`src/rtl/int_pkg.sv`:
```
// Shared types and defaults for the interrupt scheduler.
package int_pkg;

  localparam int unsigned NUM_SRC_MAX = 8;
  localparam int unsigned ID_W        = 3;
  localparam int unsigned ADDR_W      = 32;

  localparam logic [ADDR_W-1:0] VEC_BASE_DEF   = 32'h0000_0100;
  localparam logic [ADDR_W-1:0] VEC_STRIDE_DEF = 32'h0000_0010;

  typedef enum logic [1:0] {
    IDLE = 2'd0,
    REQ  = 2'd1,
    SVC  = 2'd2
  } state_e;

endpackage

```
`src/rtl/int_prio_enc.sv`:
```
// Fixed-priority encoder: the lowest set request index wins.
module int_prio_enc
  import int_pkg::*;
#(
  parameter int unsigned N = 4
) (
  input  logic [N-1:0]    req,
  output logic            any,
  output logic [ID_W-1:0] id
);

  always_comb begin
    any = |req;
    id  = '0;
    // Scan downward so the lowest index is the last, winning assignment.
    for (int i = int'(N) - 1; i >= 0; i--) begin
      if (req[i]) id = ID_W'(i);
    end
  end

endmodule

```
`src/rtl/int_sched_ctrl.sv`:
```
// Interrupt scheduler: captures peripheral done edges, grants one source at a time
// by fixed priority and holds off further requests until the handler returns.
module int_sched_ctrl
  import int_pkg::*;
#(
  parameter int unsigned        NUM_SRC    = 4,
  parameter logic [ADDR_W-1:0]  VEC_BASE   = VEC_BASE_DEF,
  parameter logic [ADDR_W-1:0]  VEC_STRIDE = VEC_STRIDE_DEF,
  parameter logic [NUM_SRC-1:0] MASK_RST   = {NUM_SRC{1'b1}}
) (
  input  logic               clk,
  input  logic               reset,
  input  logic [NUM_SRC-1:0] done,
  input  logic               int_ack,
  input  logic               int_done,
  input  logic               mask_we,
  input  logic [NUM_SRC-1:0] mask_wd,
  input  logic               ovf_clr,
  output logic               interrupt,
  output logic [ADDR_W-1:0]  int_addr,
  output logic [ID_W-1:0]    active_id,
  output logic [NUM_SRC-1:0] pending,
  output logic [NUM_SRC-1:0] mask,
  output logic [NUM_SRC-1:0] overrun
);

  state_e              state_q, state_d;
  logic                interrupt_q, interrupt_d;
  logic [ADDR_W-1:0]   int_addr_q, int_addr_d;
  logic [ID_W-1:0]     active_id_q, active_id_d;
  logic [NUM_SRC-1:0]  pending_q, pending_d;
  logic [NUM_SRC-1:0]  mask_q, mask_d;
  logic [NUM_SRC-1:0]  overrun_q, overrun_d;
  logic [NUM_SRC-1:0]  done_prev_q, done_prev_d;

  logic [NUM_SRC-1:0]  rise;
  logic [NUM_SRC-1:0]  ack_clr;
  logic                enc_any;
  logic [ID_W-1:0]     enc_id;

  int_prio_enc #(
    .N (NUM_SRC)
  ) u_prio_enc (
    .req (pending_q & mask_q),
    .any (enc_any),
    .id  (enc_id)
  );

  // Event capture, mask and overrun bookkeeping.
  always_comb begin
    rise        = done & ~done_prev_q;
    done_prev_d = done;
    ack_clr     = '0;
    if (state_q == REQ && int_ack) ack_clr = NUM_SRC'(1) << active_id_q;
    // A new rising edge outranks the acknowledge clear of the same cycle.
    pending_d   = (pending_q & ~ack_clr) | rise;
    overrun_d   = (ovf_clr ? '0 : overrun_q) | (rise & pending_q);
    mask_d      = mask_we ? mask_wd : mask_q;
  end

  // Request / service sequencing.
  always_comb begin
    state_d     = state_q;
    interrupt_d = interrupt_q;
    int_addr_d  = int_addr_q;
    active_id_d = active_id_q;
    unique case (state_q)
      IDLE: begin
        if (enc_any) begin
          active_id_d = enc_id;
          int_addr_d  = VEC_BASE + ADDR_W'(enc_id) * VEC_STRIDE;
          interrupt_d = 1'b1;
          state_d     = REQ;
        end
      end
      REQ: begin
        if (int_ack) begin
          interrupt_d = 1'b0;
          state_d     = SVC;
        end
      end
      SVC: begin
        interrupt_d = 1'b0;
        if (int_done) state_d = IDLE;
      end
      default: begin
        interrupt_d = 1'b0;
        state_d     = IDLE;
      end
    endcase
  end

  always_ff @(posedge clk) begin
    if (reset) begin
      state_q     <= IDLE;
      interrupt_q <= 1'b0;
      int_addr_q  <= '0;
      active_id_q <= '0;
      pending_q   <= '0;
      mask_q      <= MASK_RST;
      overrun_q   <= '0;
      done_prev_q <= '0;
    end else begin
      state_q     <= state_d;
      interrupt_q <= interrupt_d;
      int_addr_q  <= int_addr_d;
      active_id_q <= active_id_d;
      pending_q   <= pending_d;
      mask_q      <= mask_d;
      overrun_q   <= overrun_d;
      done_prev_q <= done_prev_d;
    end
  end

  assign interrupt = interrupt_q;
  assign int_addr  = int_addr_q;
  assign active_id = active_id_q;
  assign pending   = pending_q;
  assign mask      = mask_q;
  assign overrun   = overrun_q;

endmodule

```
`config.mk`:
```
export PLATFORM = sky130hd
export DESIGN_NAME = int_sched_ctrl
export DESIGN_NICKNAME = d
export VERILOG_FILES = /design/src/rtl/int_pkg.sv /design/src/rtl/int_prio_enc.sv /design/src/rtl/int_sched_ctrl.sv
export SDC_FILE = /design/constraint.sdc
export NUM_CORES = 1
export LEC_CHECK = 0
export BUFFER_PORTS_ARGS = -buffer_cell sky130_fd_sc_hd__buf_2
export CORE_MARGIN = 2
export CORE_UTILIZATION = 38
export CTS_BUF_LIST = sky130_fd_sc_hd__clkbuf_16
export DETAILED_ROUTE_END_ITERATION = 8
export GPL_TIMING_DRIVEN = 0
export PLACE_DENSITY = 0.73
export SYNTH_ARGS = -nofsm -noshare
export SYNTH_HDL_FRONTEND = slang
export SYNTH_HIERARCHICAL = 1
export SYNTH_SLANG_ARGS = --single-unit
```
`constraint.sdc`:
```
create_clock -name clk -period 3.1 [get_ports clk]
set_input_delay 0.31 -clock clk [delete_from_list [all_inputs] [get_ports clk]]
set_output_delay 0.31 -clock clk [all_outputs]
set_load 0.01 [all_outputs]
```
==> flow_summary.rst <==
.. list-table::
   :header-rows: 1

   * - Metric
     - Value
   * - Hold_buf cts
     - 0
   * - Critical hold path startpoint
     - mask_wd[2]
   * - CP startpoint kind
     - flop
   * - Maximum number of pins on one net before global-route repair
     - 13
   * - Clock buffer count from CTS
     - 3
   * - Maximum Capacitance Violations
     - 0
   * - Top cell type by total area after synthesis
     - sky130_fd_sc_hd__dfxtp_1
   * - Cell area after synthesis
     - 1160 sq um
   * - Adder-Cell Fraction of Synth Area
     - 0
   * - Share of post-route cells with drive strength above 1
     - 0.368
   * - Peak ir drop on the vdd network
     - 0.000309 V
   * - Hold Crit Depth
     - 2
   * - Most used cells in the layout excluding fill and tap cells
     - sky130_fd_sc_hd__buf_2 (33), sky130_fd_sc_hd__buf_4 (32), sky130_fd_sc_hd__conb_1 (29)
   * - Worst-case clock skew
     - 0.830 ps
   * - Vias in the first global route
     - 780
   * - Flop pwr share
     - 0.442
   * - Count of pins on the block boundary
     - 62
   * - Port Buffer Count
     - 33
   * - Core Util, Final
     - 0.518
   * - Post-DR vias/cell
     - slightly above 4
   * - 1st-pass router iterations
     - 4
   * - Overall die area
     - approximately 3500 sq um
   * - Overall power consumption
     - 0.773 mW
   * - R2R Path End
     - int_addr[6]
   * - R2r startpoint
     - pending[0]
   * - Data arrival time at the worst-slack endpoint
     - ~1500 ps
   * - Number of max-slew violations in the final report
     - 0
   * - Min cycle time layout
     - approximately 1400 ps
   * - Logic pwr share
     - 0.210
   * - Max stage delay on crit path
     - 380 ps
   * - Unrepaired setup endpoints after global routing
     - no
   * - Area of combinational cells with multiple inputs
     - between 500 and 600 sq um
   * - Post-synthesis cell count
     - 129
   * - Result of the run
     - complete, no violations
   * - Multiplexer share of the synthesized area
     - 0.0260
   * - Placer Congestion
     - 0.683
   * - Number of fill cells
     - 296
   * - Net total in the final layout
     - 208
   * - Number of register bits inferred by synthesis
     - 23
   * - Post-synthesis share of cell area spent on and, or, nand and nor gates
     - 0.240
   * - Standard-cell rows
     - 20
   * - Most common cell type on the critical path
     - sky130_fd_sc_hd__nor2_1
   * - Clock network power share
     - 0.348
   * - Combinational family with the most area after synthesis
     - simple AND/OR/NAND/NOR gates
   * - Overall die height
     - 59.2 microns
   * - Number of DRC markers in iteration 0
     - 12
   * - Power per standard cell area
     - around 500 nW/um^2
   * - Post-CTS Repair Setup Buffers
     - 0
   * - Skew-Pair Late Insertion Delay
     - 250 ps
   * - Cell internal pwr
     - about 0.58 mW
   * - Remaining Overflow, GRT
     - 0
   * - Path type of the worst min-delay path
     - input pin to flop
   * - Number of setup violations in the final report
     - 0
   * - Wire length of the first global-routing pass
     - 3.29 mm
   * - Critical Path End Type
     - flop
   * - Crit path cell chain
     - and2_1, nor2_1, nand2_1, nor3b_4, mux2i_1, nor2_1
   * - Htree depth
     - 1
   * - Synthesized-area fraction occupied by xor and xnor cells
     - 0
   * - Detailed placement HPWL
     - 1.63 mm
   * - Clock transition at the registers of the reported paths
     - 60 ps
   * - Critical path's top delay family
     - simple AND/OR/NAND/NOR gates
   * - Commonest non-fill, non-tap cell in the layout
     - sky130_fd_sc_hd__buf_2
   * - CTS root buffer
     - sky130_fd_sc_hd__clkbuf_16
   * - Flop-to-flop setup slack
     - 1690 ps
   * - Proportion of total power due to net switching
     - 0.254
   * - Post-detailed-route DRC marker count
     - 0
   * - Synthesized area divided by synthesized cell count
     - ~9 sq um
   * - Antenna Diode Count
     - 0
   * - Number of hold violations in the final report
     - 0
   * - Count of synthesis-stage warnings from yosys
     - 6
   * - Req. time, crit path
     - 3230 ps
   * - R2R cell count
     - 6
   * - Wire length reported by the detailed router
     - 2.11 mm
   * - CTS tree
     - done
   * - Area contributors post-synth
     - sky130_fd_sc_hd__dfxtp_1 (40%), sky130_fd_sc_hd__buf_4 (21%), sky130_fd_sc_hd__nand2b_1 (6.5%)
   * - Slowest cell on crit path
     - sky130_fd_sc_hd__dfxtp_1
   * - Lkg Pwr
     - 0.795 nW
   * - Core ar.
     - around 3000 sq um
   * - Top cell type's share of synthesized area
     - 0.398
   * - Clock sink total
     - 23
   * - Setup Total Neg Slack
     - 0 ps
   * - Count of buffer and inverter cells on the critical path
     - 0
   * - Number of antenna violations at the first check in global routing
     - 0
   * - Ys async rst share
     - 0
   * - Growth of design area from synthesis to finish
     - 33.4%
   * - Peak Freq
     - 707 MHz
   * - Starting density of the core
     - 0.388
   * - Maximum fanout count along the critical path
     - 4
   * - Area used by sequential logic in the layout
     - 460 sq um
   * - Post-detailed-route count of antenna-violating nets
     - 0
   * - Share of the clock period used by the worst path after layout
     - 0.456
   * - Worst Hold Endpoint
     - mask[2]
   * - Register area share after synthesis
     - 0.398
   * - GR Util All Layers
     - 0.125
   * - Vias
     - between 900 and 1000
   * - Library cells used by synthesis
     - 21
   * - Die width
     - between 50 and 60 microns
   * - Post-synth EDFFs
     - 0
   * - Avg WL per Cell
     - 9.32 microns
   * - Bufs on Longest Clock Path
     - 2
   * - Share of the synthesized area in compound gates (AO/OA/AOI/OAI)
     - 0.108
   * - Total of cells resized after clock tree synthesis
     - 0
   * - Critical Setup Path Class
     - flop to flop
   * - Most used flip-flop cell after synthesis
     - sky130_fd_sc_hd__dfxtp_1
   * - Switching power summed over all nets
     - 0.196 mW
[per-stage QoR]
| step | std cells | hold slack [ps] | instance area (sq um) | worst slack [ps] |
|---|---|---|---|---|
| after detailed placement | 222 | 460 | 1460 | 1690 |
| after CTS | 226 | 255 | 1540 | 1680 |
| after floorplan | 156 | 382 | 1260 | 1780 |
| after global placement | 222 | 446 | 1460 | 1710 |
| final | 226 | 257 | 1540 | 1690 |
| after global routing | 226 | 263 | 1540 | 1590 |
[layer usage]
layer | global-route usage | routed length (microns)
met5 | 0 | 0
met3 | 0.0218 | 160
met4 | 0.0649 | 23
met2 | 0.211 | 989
met1 | 0.151 | 933
[synth_stat cells (all sizes together), types with 2 or more instances]
| master | n |
|---|---|
| buf | 32 |
| dfxtp | 23 |
| nand2b | 12 |
| a21oi | 11 |
| nor2b | 9 |
| nor2 | 8 |
| a211o | 4 |
| and2 | 4 |
| nand3b | 4 |
| mux2i | 3 |
| nand2 | 3 |
| nor3 | 3 |
| o21ai | 3 |
| clkbuf | 2 |
| conb | 2 |
| inv | 2 |
[final cells by class]
type | instances | area share
plain buffers | 34 | 0.161
clock buffers | 3 | 0.0487
well taps | 33 | 0.0268
repair buffers | 33 | 0.107
multi-input cells | 97 | 0.351
flip-flops and latches | 23 | 0.298
clock inverters | 1 | 0.00243
inverters | 2 | 0.00487
[power groups by stage]
stage                     Sequential, mW  Clock [mW]  Combinational [mW]
final                              0.342       0.269               0.163
after global routing               0.345       0.285               0.180
after CTS                          0.342       0.274               0.163
after detailed placement           0.348           0               0.161
after global placement             0.348           0               0.159
after floorplan                    0.352           0               0.111
[cell families (layout without fill, tap and decap cells)]
kind of cell | after synthesis | in the layout
compound gates | 20 | 20
buf+inv | 36 | 73
flops | 23 | 23
mux | 3 | 3
other cells | 2 | 29
simple gates | 45 | 45
[sequential cells by signal (all words and copies together), names as in the netlist]
name / cells
done_prev_q: 4
mask: 4
overrun: 4
pending: 4
active_id: 2
int_addr: 2
state_q: 2
interrupt: 1
[how the worst max path moves through the flow]
stage | startpoint | to | cells past startpoint
2_1_floorplan | pending[0] | active_id[0] | 6
3_3_place_gp | pending[0] | int_addr[6] | 6
3_5_place_dp | pending[0] | int_addr[6] | 6
4_1_cts | pending[0] | int_addr[6] | 6
5_1_grt | pending[0] | active_id[1] | 6
6_report | pending[0] | int_addr[6] | 6
Note: power is estimated with default switching activity, not from simulation.
